File: src/rtl/dmem_arbiter_pkg.sv
// Shared definitions for the two-port data-memory arbiter: FSM state
// encodings, requester port indices, default widths and a one-hot helper.
package dmem_arb_pkg;

   localparam int unsigned DBITS_DEF        = 32;
   localparam int unsigned DMEMADDRBITS_DEF = 13;
   localparam int unsigned DMEMWORDBITS_DEF = 2;

   localparam logic P_CPU = 1'b0;
   localparam logic P_AUX = 1'b1;

   typedef enum logic [1:0] {
      S_IDLE    = 2'd0,
      S_ACCESS  = 2'd1,
      S_CAPTURE = 2'd2,
      S_DONE    = 2'd3
   } state_t;

   function automatic logic [1:0] onehot2(input logic port);
      return port ? 2'b10 : 2'b01;
   endfunction

endpackage

File: src/rtl/dmem_arbiter_if.sv
// Requester/memory bundle for dmem_arbiter. The slave modport is the
// arbiter's view; the master modport is the view of the requesters plus
// the memory returning read data.
interface dmem_arbiter_if
   import dmem_arb_pkg::*;
#(
   parameter int unsigned DBITS        = DBITS_DEF,
   parameter int unsigned DMEMADDRBITS = DMEMADDRBITS_DEF,
   parameter int unsigned DMEMWORDBITS = DMEMWORDBITS_DEF
);

   logic [1:0]                           req;
   logic [1:0]                           we;
   logic [DBITS-1:0]                     addr0;
   logic [DBITS-1:0]                     addr1;
   logic [DBITS-1:0]                     wdata0;
   logic [DBITS-1:0]                     wdata1;
   logic [1:0]                           gnt;
   logic [1:0]                           ack;
   logic [DBITS-1:0]                     rdata;
   logic [DMEMADDRBITS-DMEMWORDBITS-1:0] mem_addr;
   logic                                 mem_we;
   logic [DBITS-1:0]                     mem_wdata;
   logic [DBITS-1:0]                     mem_rdata;

   modport slave (
      input  req, we, addr0, addr1, wdata0, wdata1, mem_rdata,
      output gnt, ack, rdata, mem_addr, mem_we, mem_wdata
   );

   modport master (
      output req, we, addr0, addr1, wdata0, wdata1, mem_rdata,
      input  gnt, ack, rdata, mem_addr, mem_we, mem_wdata
   );

endinterface

File: src/rtl/dmem_arbiter_rr_pick2.sv
// Two-requester winner selection for dmem_arbiter.
// Default: round-robin, the port that did not win last time takes a tie.
// Build option DMEM_ARB_FIXED_PRIO_EN: port 0 always wins contention and
// the last-winner input is ignored (port 1 may starve).
module rr_pick2
   import dmem_arb_pkg::*;
(
   input  logic [1:0] req,
   input  logic       last,
   output logic       winner,
   output logic       valid
);

`ifdef DMEM_ARB_FIXED_PRIO_EN
   logic unused_last;
   assign unused_last = last;

   // Fixed priority: port 0 first, port 1 only when port 0 is quiet.
   always_comb begin
      valid  = |req;
      winner = req[P_CPU] ? P_CPU : P_AUX;
   end
`else
   // Round-robin: a lone requester wins, a tie goes to the port != last.
   always_comb begin
      valid  = |req;
      winner = P_CPU;
      case (req)
         2'b01:   winner = P_CPU;
         2'b10:   winner = P_AUX;
         2'b11:   winner = ~last;
         default: winner = P_CPU;
      endcase
   end
`endif

endmodule

File: src/rtl/dmem_arbiter.sv
// Two-port arbiter and sequencer for the single-ported synchronous dmem.
// Port 0 is the CPU, port 1 the DMA/debug loader. One transaction at a time
// walks IDLE -> ACCESS -> CAPTURE -> DONE; read data returns with a
// one-cycle ack pulse to the owner.
// Build option: DMEM_ARB_FIXED_PRIO_EN (see rr_pick2) selects fixed priority.
module dmem_arbiter
   import dmem_arb_pkg::*;
#(
   parameter int unsigned DBITS        = DBITS_DEF,
   parameter int unsigned DMEMADDRBITS = DMEMADDRBITS_DEF,
   parameter int unsigned DMEMWORDBITS = DMEMWORDBITS_DEF
) (
   input logic           clk,
   input logic           reset,
   dmem_arbiter_if.slave bus
);

   state_t           state;
   logic             owner;
   logic             last;

   logic             pick_win;
   logic             pick_valid;
   logic             win_we;
   logic [DBITS-1:0] win_addr;
   logic [DBITS-1:0] win_wdata;

   // Upper address bits alias and the byte offset is ignored by design.
   logic unused_addr_bits;
   assign unused_addr_bits = ^{win_addr[DBITS-1:DMEMADDRBITS],
                               win_addr[DMEMWORDBITS-1:0]};

   rr_pick2 u_pick (
      .req    (bus.req),
      .last   (last),
      .winner (pick_win),
      .valid  (pick_valid)
   );

   // Steer the winning requester's command onto the latch inputs.
   always_comb begin
      win_we    = bus.we[pick_win];
      win_addr  = pick_win ? bus.addr1  : bus.addr0;
      win_wdata = pick_win ? bus.wdata1 : bus.wdata0;
   end

   // Transaction sequencer; every bus output is registered here so that
   // gnt/mem_* are already valid during the first cycle of S_ACCESS.
   always_ff @(posedge clk or posedge reset) begin
      if (reset) begin
         state         <= S_IDLE;
         owner         <= P_CPU;
         last          <= P_AUX;
         bus.gnt       <= '0;
         bus.ack       <= '0;
         bus.rdata     <= '0;
         bus.mem_addr  <= '0;
         bus.mem_we    <= 1'b0;
         bus.mem_wdata <= '0;
      end else begin
         case (state)
            S_IDLE: begin
               bus.gnt    <= '0;
               bus.ack    <= '0;
               bus.mem_we <= 1'b0;
               if (pick_valid) begin
                  owner         <= pick_win;
                  last          <= pick_win;
                  bus.gnt       <= onehot2(pick_win);
                  bus.mem_addr  <= win_addr[DMEMADDRBITS-1:DMEMWORDBITS];
                  bus.mem_we    <= win_we;
                  bus.mem_wdata <= win_wdata;
                  state         <= S_ACCESS;
               end
            end
            S_ACCESS: begin
               bus.mem_we <= 1'b0;
               state      <= S_CAPTURE;
            end
            S_CAPTURE: begin
               bus.rdata <= bus.mem_rdata;
               bus.ack   <= onehot2(owner);
               state     <= S_DONE;
            end
            S_DONE: begin
               bus.ack <= '0;
               bus.gnt <= '0;
               state   <= S_IDLE;
            end
            default: begin
               bus.gnt    <= '0;
               bus.ack    <= '0;
               bus.mem_we <= 1'b0;
               state      <= S_IDLE;
            end
         endcase
      end
   end

endmodule

File: src/flat_wrapper.sv
// flat-port wrapper written by rule: the top's interface ports become plain ports
module dmem_arbiter_flat import dmem_arb_pkg::*;
#(
   parameter int unsigned DBITS        = DBITS_DEF,
   parameter int unsigned DMEMADDRBITS = DMEMADDRBITS_DEF,
   parameter int unsigned DMEMWORDBITS = DMEMWORDBITS_DEF
)
  (clk, reset, bus_req, bus_we, bus_addr0, bus_addr1, bus_wdata0, bus_wdata1, bus_mem_rdata, bus_gnt, bus_ack, bus_rdata, bus_mem_addr, bus_mem_we, bus_mem_wdata);
  dmem_arbiter_if #(.DBITS(DBITS), .DMEMADDRBITS(DMEMADDRBITS), .DMEMWORDBITS(DMEMWORDBITS)) bus_i ();
  input logic clk;
  input logic reset;
  input wire logic [$bits(bus_i.req)-1:0] bus_req;
  input wire logic [$bits(bus_i.we)-1:0] bus_we;
  input wire logic [$bits(bus_i.addr0)-1:0] bus_addr0;
  input wire logic [$bits(bus_i.addr1)-1:0] bus_addr1;
  input wire logic [$bits(bus_i.wdata0)-1:0] bus_wdata0;
  input wire logic [$bits(bus_i.wdata1)-1:0] bus_wdata1;
  input wire logic [$bits(bus_i.mem_rdata)-1:0] bus_mem_rdata;
  output wire logic [$bits(bus_i.gnt)-1:0] bus_gnt;
  output wire logic [$bits(bus_i.ack)-1:0] bus_ack;
  output wire logic [$bits(bus_i.rdata)-1:0] bus_rdata;
  output wire logic [$bits(bus_i.mem_addr)-1:0] bus_mem_addr;
  output wire logic [$bits(bus_i.mem_we)-1:0] bus_mem_we;
  output wire logic [$bits(bus_i.mem_wdata)-1:0] bus_mem_wdata;
  assign bus_i.req = bus_req;
  assign bus_i.we = bus_we;
  assign bus_i.addr0 = bus_addr0;
  assign bus_i.addr1 = bus_addr1;
  assign bus_i.wdata0 = bus_wdata0;
  assign bus_i.wdata1 = bus_wdata1;
  assign bus_i.mem_rdata = bus_mem_rdata;
  assign bus_gnt = bus_i.gnt;
  assign bus_ack = bus_i.ack;
  assign bus_rdata = bus_i.rdata;
  assign bus_mem_addr = bus_i.mem_addr;
  assign bus_mem_we = bus_i.mem_we;
  assign bus_mem_wdata = bus_i.mem_wdata;
  dmem_arbiter #(.DBITS(DBITS), .DMEMADDRBITS(DMEMADDRBITS), .DMEMWORDBITS(DMEMWORDBITS)) u_core (.clk(clk), .reset(reset), .bus(bus_i));
endmodule
File: config.mk
export PLATFORM = sky130hd
export DESIGN_NAME = dmem_arbiter_flat
export DESIGN_NICKNAME = d
export VERILOG_FILES = /design/src/rtl/dmem_arbiter_pkg.sv /design/src/rtl/dmem_arbiter_if.sv /design/src/rtl/dmem_arbiter_rr_pick2.sv /design/src/rtl/dmem_arbiter.sv /design/src/flat_wrapper.sv
export SDC_FILE = /design/constraint.sdc
export NUM_CORES = 1
export LEC_CHECK = 0
export ABC_AREA = 1
export CORE_UTILIZATION = 40
export DETAILED_ROUTE_END_ITERATION = 10
export PLACE_DENSITY = 0.83
export SETUP_SLACK_MARGIN = 0.3
export SYNTH_ARGS = -nofsm -noshare
export SYNTH_HDL_FRONTEND = slang
export SYNTH_SLANG_ARGS = --single-unit
File: constraint.sdc
create_clock -name clk -period 7.9 [get_ports clk]
set_input_delay 2.37 -clock clk [delete_from_list [all_inputs] [get_ports clk]]
set_output_delay 2.37 -clock clk [all_outputs]
set_load 0.01 [all_outputs]
## After elaboration in Yosys (flattened, before gate mapping)

Cells that the tools add are included.

- Flip-flop bits (word level): 84
- Logic and storage cells: 38

- Order comparisons: 1
- Equal/unequal tests: 6
- Mux-type cells: 14
- Bitwise gates (word level): 1
- Reductions and logical operators: 7

Operator list:

| operator | number |
|---|---|
| 32-bit two-way mux | 1 |
| 13-bit two-way mux | 1 |
| 2-bit equality test (second input constant) | 4 |
| 2-bit two-way mux | 4 |
| 2-bit case mux with 2 select lines | 2 |
| 2-bit case mux with 4 select lines | 1 |
| 2-bit nonzero test | 3 |
| 1-bit case mux with 2 select lines | 2 |
| 2-bit OR reduction | 2 |
| 1-bit two-way mux | 3 |
| 2-bit by 1-bit equality test with 1-bit output (second input constant) | 1 |
| 2-bit logical NOT | 1 |
| 1-bit by 2-bit less-than comparator with 1-bit output (second input constant) | 1 |
| 2-bit by 1-bit inequality test with 1-bit output (second input constant) | 1 |
| 2-bit AND reduction | 1 |
| 1-bit NOT | 1 |

## Longest topological paths before layout

- Word-level depth: 6
- Depth in mapped cells: 7

## Hierarchy

From an unflattened synthesis, not the netlist that was laid out.

- Cell total of the unflattened synthesis: 396
- Area total of the unflattened synthesis: 3853.7 µm²

By module, submodules not included:

| module | times used | cells an instance | area each (µm²) | sequential area each (µm²) |
|---|---|---|---|---|
| dmem_arbiter | 1 | 393 | 3838.7 | 2103.3 |
| rr_pick2 | 1 | 3 | 15.0 | 0.0 |

## Worst setup path after synthesis

OpenSTA, ideal clock, no wires.

- Kind: input to register
- From: input port bus_req[0]
- To: register u_core.bus.mem_addr[7]
- Data arrival time: 2.910 ns
- Required time: 7.775 ns
- Path slack: 4.865 ns
- Stages on the path: 6
- Cells stage by stage: nand2_2 nand2_2 buf_6 buf_6 nor2_1 o21ai_1

- Longest elaborated chain between the ends: 3
- Elaborated cells on any way between the ends: 6

Ends and longest elaborated chain:

| what | RTL line | RTL |
|---|---|---|
| start, declared | flat_wrapper.sv:12 | `input wire logic [$bits(bus_i.req)-1:0] bus_req;` |
| 2-bit equality test | dmem_arbiter_rr_pick2.sv:28 | `case (req)` |
| 1-bit case mux with 2 select lines | dmem_arbiter_rr_pick2.sv:28 |  |
| 13-bit two-way mux | dmem_arbiter.sv:43 | `win_addr = pick_win ? bus.addr1 : bus.addr0;` |
| end signal, assigned | dmem_arbiter.sv:70 | `bus.mem_addr <= win_addr[DMEMADDRBITS-1:DMEMWORDBITS];` |
| end, declared | dmem_arbiter_if.sv:28 | `output gnt, ack, rdata, mem_addr, mem_we, mem_wdata` |

Several ways; a longest one is shown, not always the timed one.
A chain may end at the register's enable or synchronous reset.

## Final worst setup path

- From: input port bus_req[0]
- To: register u_core.bus.mem_wdata[30]

- Longest elaborated chain between the ends: 3
- Elaborated cells on any way between the ends: 6

Ends and longest elaborated chain:

| what | RTL line | RTL |
|---|---|---|
| 2-bit equality test | dmem_arbiter_rr_pick2.sv:28 |  |
| 1-bit case mux with 2 select lines | dmem_arbiter_rr_pick2.sv:28 |  |
| 32-bit two-way mux | dmem_arbiter.sv:44 | `win_wdata = pick_win ? bus.wdata1 : bus.wdata0;` |
| end signal, assigned | dmem_arbiter.sv:72 | `bus.mem_wdata <= win_wdata;` |
| end, declared | dmem_arbiter_if.sv:28 |  |

Several ways; a longest one is shown, not always the timed one.

==> flow_summary.ini <==
[run_status]
status = finished clean

[global_route]
grt_pass1_vias = 3542
grt_max_degree = 85
grt_pass1_wl_um = 16100
grtUsageTotal = 0.199
antenna_found_initial = 0
grt-ovfl-total = 0

[detailed_routing]
wl_met1_um = 4160
antenna_left = 0
drt-pass1-iter-count = 4
top_layer_used = met4
viasPerCell = 4.75
wl_met2_um = 4840
wl_per_cell_um = 13.2
routed_wl_um = 10200
vias = 3664
wl_met3_um = 931
first_iter_violations = 123
drc = 0

[critical_path]
worst-path-buf-inv = 2
arrival_ns = 4.35
cp-start-kind = input port
cp.required_ns = 8.12
crit_fanout = 51
cp-end-kind = register
worst_path_max_delay_cell = clkdlybuf4s50_1
cp_cell_sequence = clkdlybuf4s50_1, nand2_2, nand2_2, buf_4, nand2_1, nand2_1, o21ai_0
max_stage_delay_ns = 0.54
path_class = input port to register
crit_family = buffers and inverters

[sta]
period_share = 0.522
post-route-min-period_ns = 4.13
hold_slack_ns = 0.450
worstMarginPinSlew_ns = 1.07
finClkSkew_ns = 0.00886
setup_violations = 0
finalMaxSlewViolations = 0
maxSlewHeadroom = 0.286
rsz0062_at_grt = no
finalHoldViolCount = 0
setup_tns_ns = 0
fmax_mhz = 242

[logic_synthesis]
syn_nets = 613
ys_seq_area_frac = 0.528
netlist_instances = 442
syn-mean-instance-area_um2 = 9.01
ys_seq_elements = 84
netlist_area_um2 = 3980
synth_cell_types = 22
yosysWarnings = 0

[power_and_ir_drop]
p_leak_nw = 2.77
peakVddDrop_mv = 0.163
power_density_nw_per_um2 = 351
finalPower_mw = 2.19

[clock_network]
post_cts_buffers = 0
cts_resized = 0
hold_buffers = 0
clk_pin_slew_worst_paths_ns = 0.08
cts_buffer_depth = 2
cts_max_level = 3
clock_latency_ns = 0.34
cts-root-buf = clkbuf_8
cts_tree = done
clock-sinks = 84
numCtsBuffers = 9

[finish]
layout.nets = 804
antennaDiodeCount = 0
area_delta_synth_final_pct = 56.6
layout_commonest_cell = clkdlybuf4s50_1
fin_area_um2 = 6240
layout_common_cells = clkdlybuf4s50_1, nand2_1, dfrtp_1
layout-drive-gt1-share = 0.0972

[job]
cap_violations = 0

[placement]
dpl_cell_area_um2 = 6040
hpwl_um = 7230
port_buffers = 203
finalWeightedCongestion = 0.780

[floorplanning]
dieHeight_um = 102
initial_utilization = 0.409
rows = 36
core-area_um2 = 9730
num_io_pins = 246
dieArea_um2 = 10400
fp.dieW_um = 102

[hold_path]
hold_path.class = register to register
==> where the power goes <==
| group | switching, mW | internal, mW |
|---|---|---|
| clock | 0.154 | 0.156 |
| combinational | 0.501 | 0.617 |
| sequential | 0.107 | 0.651 |
==> path summary, 6_finish.rpt <==
| kind | startpoint | endpoint | slack [ns] | cells past startpoint |
|---|---|---|---|---|
| min | u_core.owner | u_core.bus.ack[0] | 0.45 | 1 |
| max | bus_req[0] | u_core.bus.mem_wdata[30] | 3.77 | 7 |
| min in group asynchronous | reset | u_core.bus.rdata[25] | 2.66 | 3 |
| max reg2reg | u_core.state[0] | u_core.bus.mem_wdata[9] | 5.75 | 6 |
| max in group asynchronous | reset | u_core.bus.mem_wdata[29] | 4.57 | 3 |
| min reg2reg | u_core.owner | u_core.bus.ack[0] | 0.45 | 1 |
==> synth_stat cells (all sizes together) <==
library cell | n | area share
o31ai | 3 | 0.0057
nand3b | 1 | 0.0019
nand2 | 100 | 0.096
inv | 50 | 0.047
nor3 | 2 | 0.0025
dfstp | 1 | 0.0066
buf | 21 | 0.037
mux2 | 32 | 0.090
nand3 | 2 | 0.0025
ha | 5 | 0.016
o21ai | 91 | 0.12
dfrtp | 83 | 0.52
clkbuf | 5 | 0.0047
nor2 | 46 | 0.049
==> registers in the layout (all words and copies together), names as in the netlist <==
| name | count |
|---|---|
| u_core.last | 1 |
| u_core.bus.mem_wdata | 32 |
| u_core.owner | 1 |
| u_core.state | 2 |
| u_core.bus.mem_we | 1 |
| u_core.bus.rdata | 32 |
| u_core.bus.mem_addr | 11 |
| u_core.bus.gnt | 2 |
| u_core.bus.ack | 2 |
==> per-stage QoR <==
step | util | std cells | setup slack [ns]
floorplan | - | 442 | 3.37
global placement | 0.620 | 755 | 3.47
detailed placement | 0.620 | 755 | 3.42
CTS | 0.641 | 771 | 3.78
global route | 0.641 | 771 | 3.57
finish | 0.641 | 771 | 3.77
==> layout make-up <==
cell class / count / area (µm²)
fillers: 792 / 3490
flip-flops and latches: 84 / 2100
clock inverters: 5 / 60.1
repair buffers: 206 / 2050
inverters: 50 / 189
clock buffers: 11 / 141
well taps: 133 / 166
multi-input cells: 282 / 1520
==> metal layers <==
layer  global-route usage  vias up
met5                    0        -
li1                     -     1791
met3               0.0524       19
met2                0.337      176
met1                0.235     1678
met4               0.0959        0
==> worst register-to-register path: stages, from the launching register on <==
cell,delay [ns]
dfrtp_1,0.42
inv_1,0.12
ha_1,0.26
inv_2,0.33
nor2_8,0.63
nand2_1,0.17
o21ai_1,0.15
==> logic make-up after synthesis <==
kind of cell / after synthesis / share of synthesized area
and+or+nand+nor: 151 / 0.152
DFF: 84 / 0.528
adders and majority gates: 5 / 0.0157
AOI/OAI and AO/OA: 94 / 0.125
buffers and inverters: 76 / 0.0892
muxes: 32 / 0.0905
(Power assumes the default switching activity.)
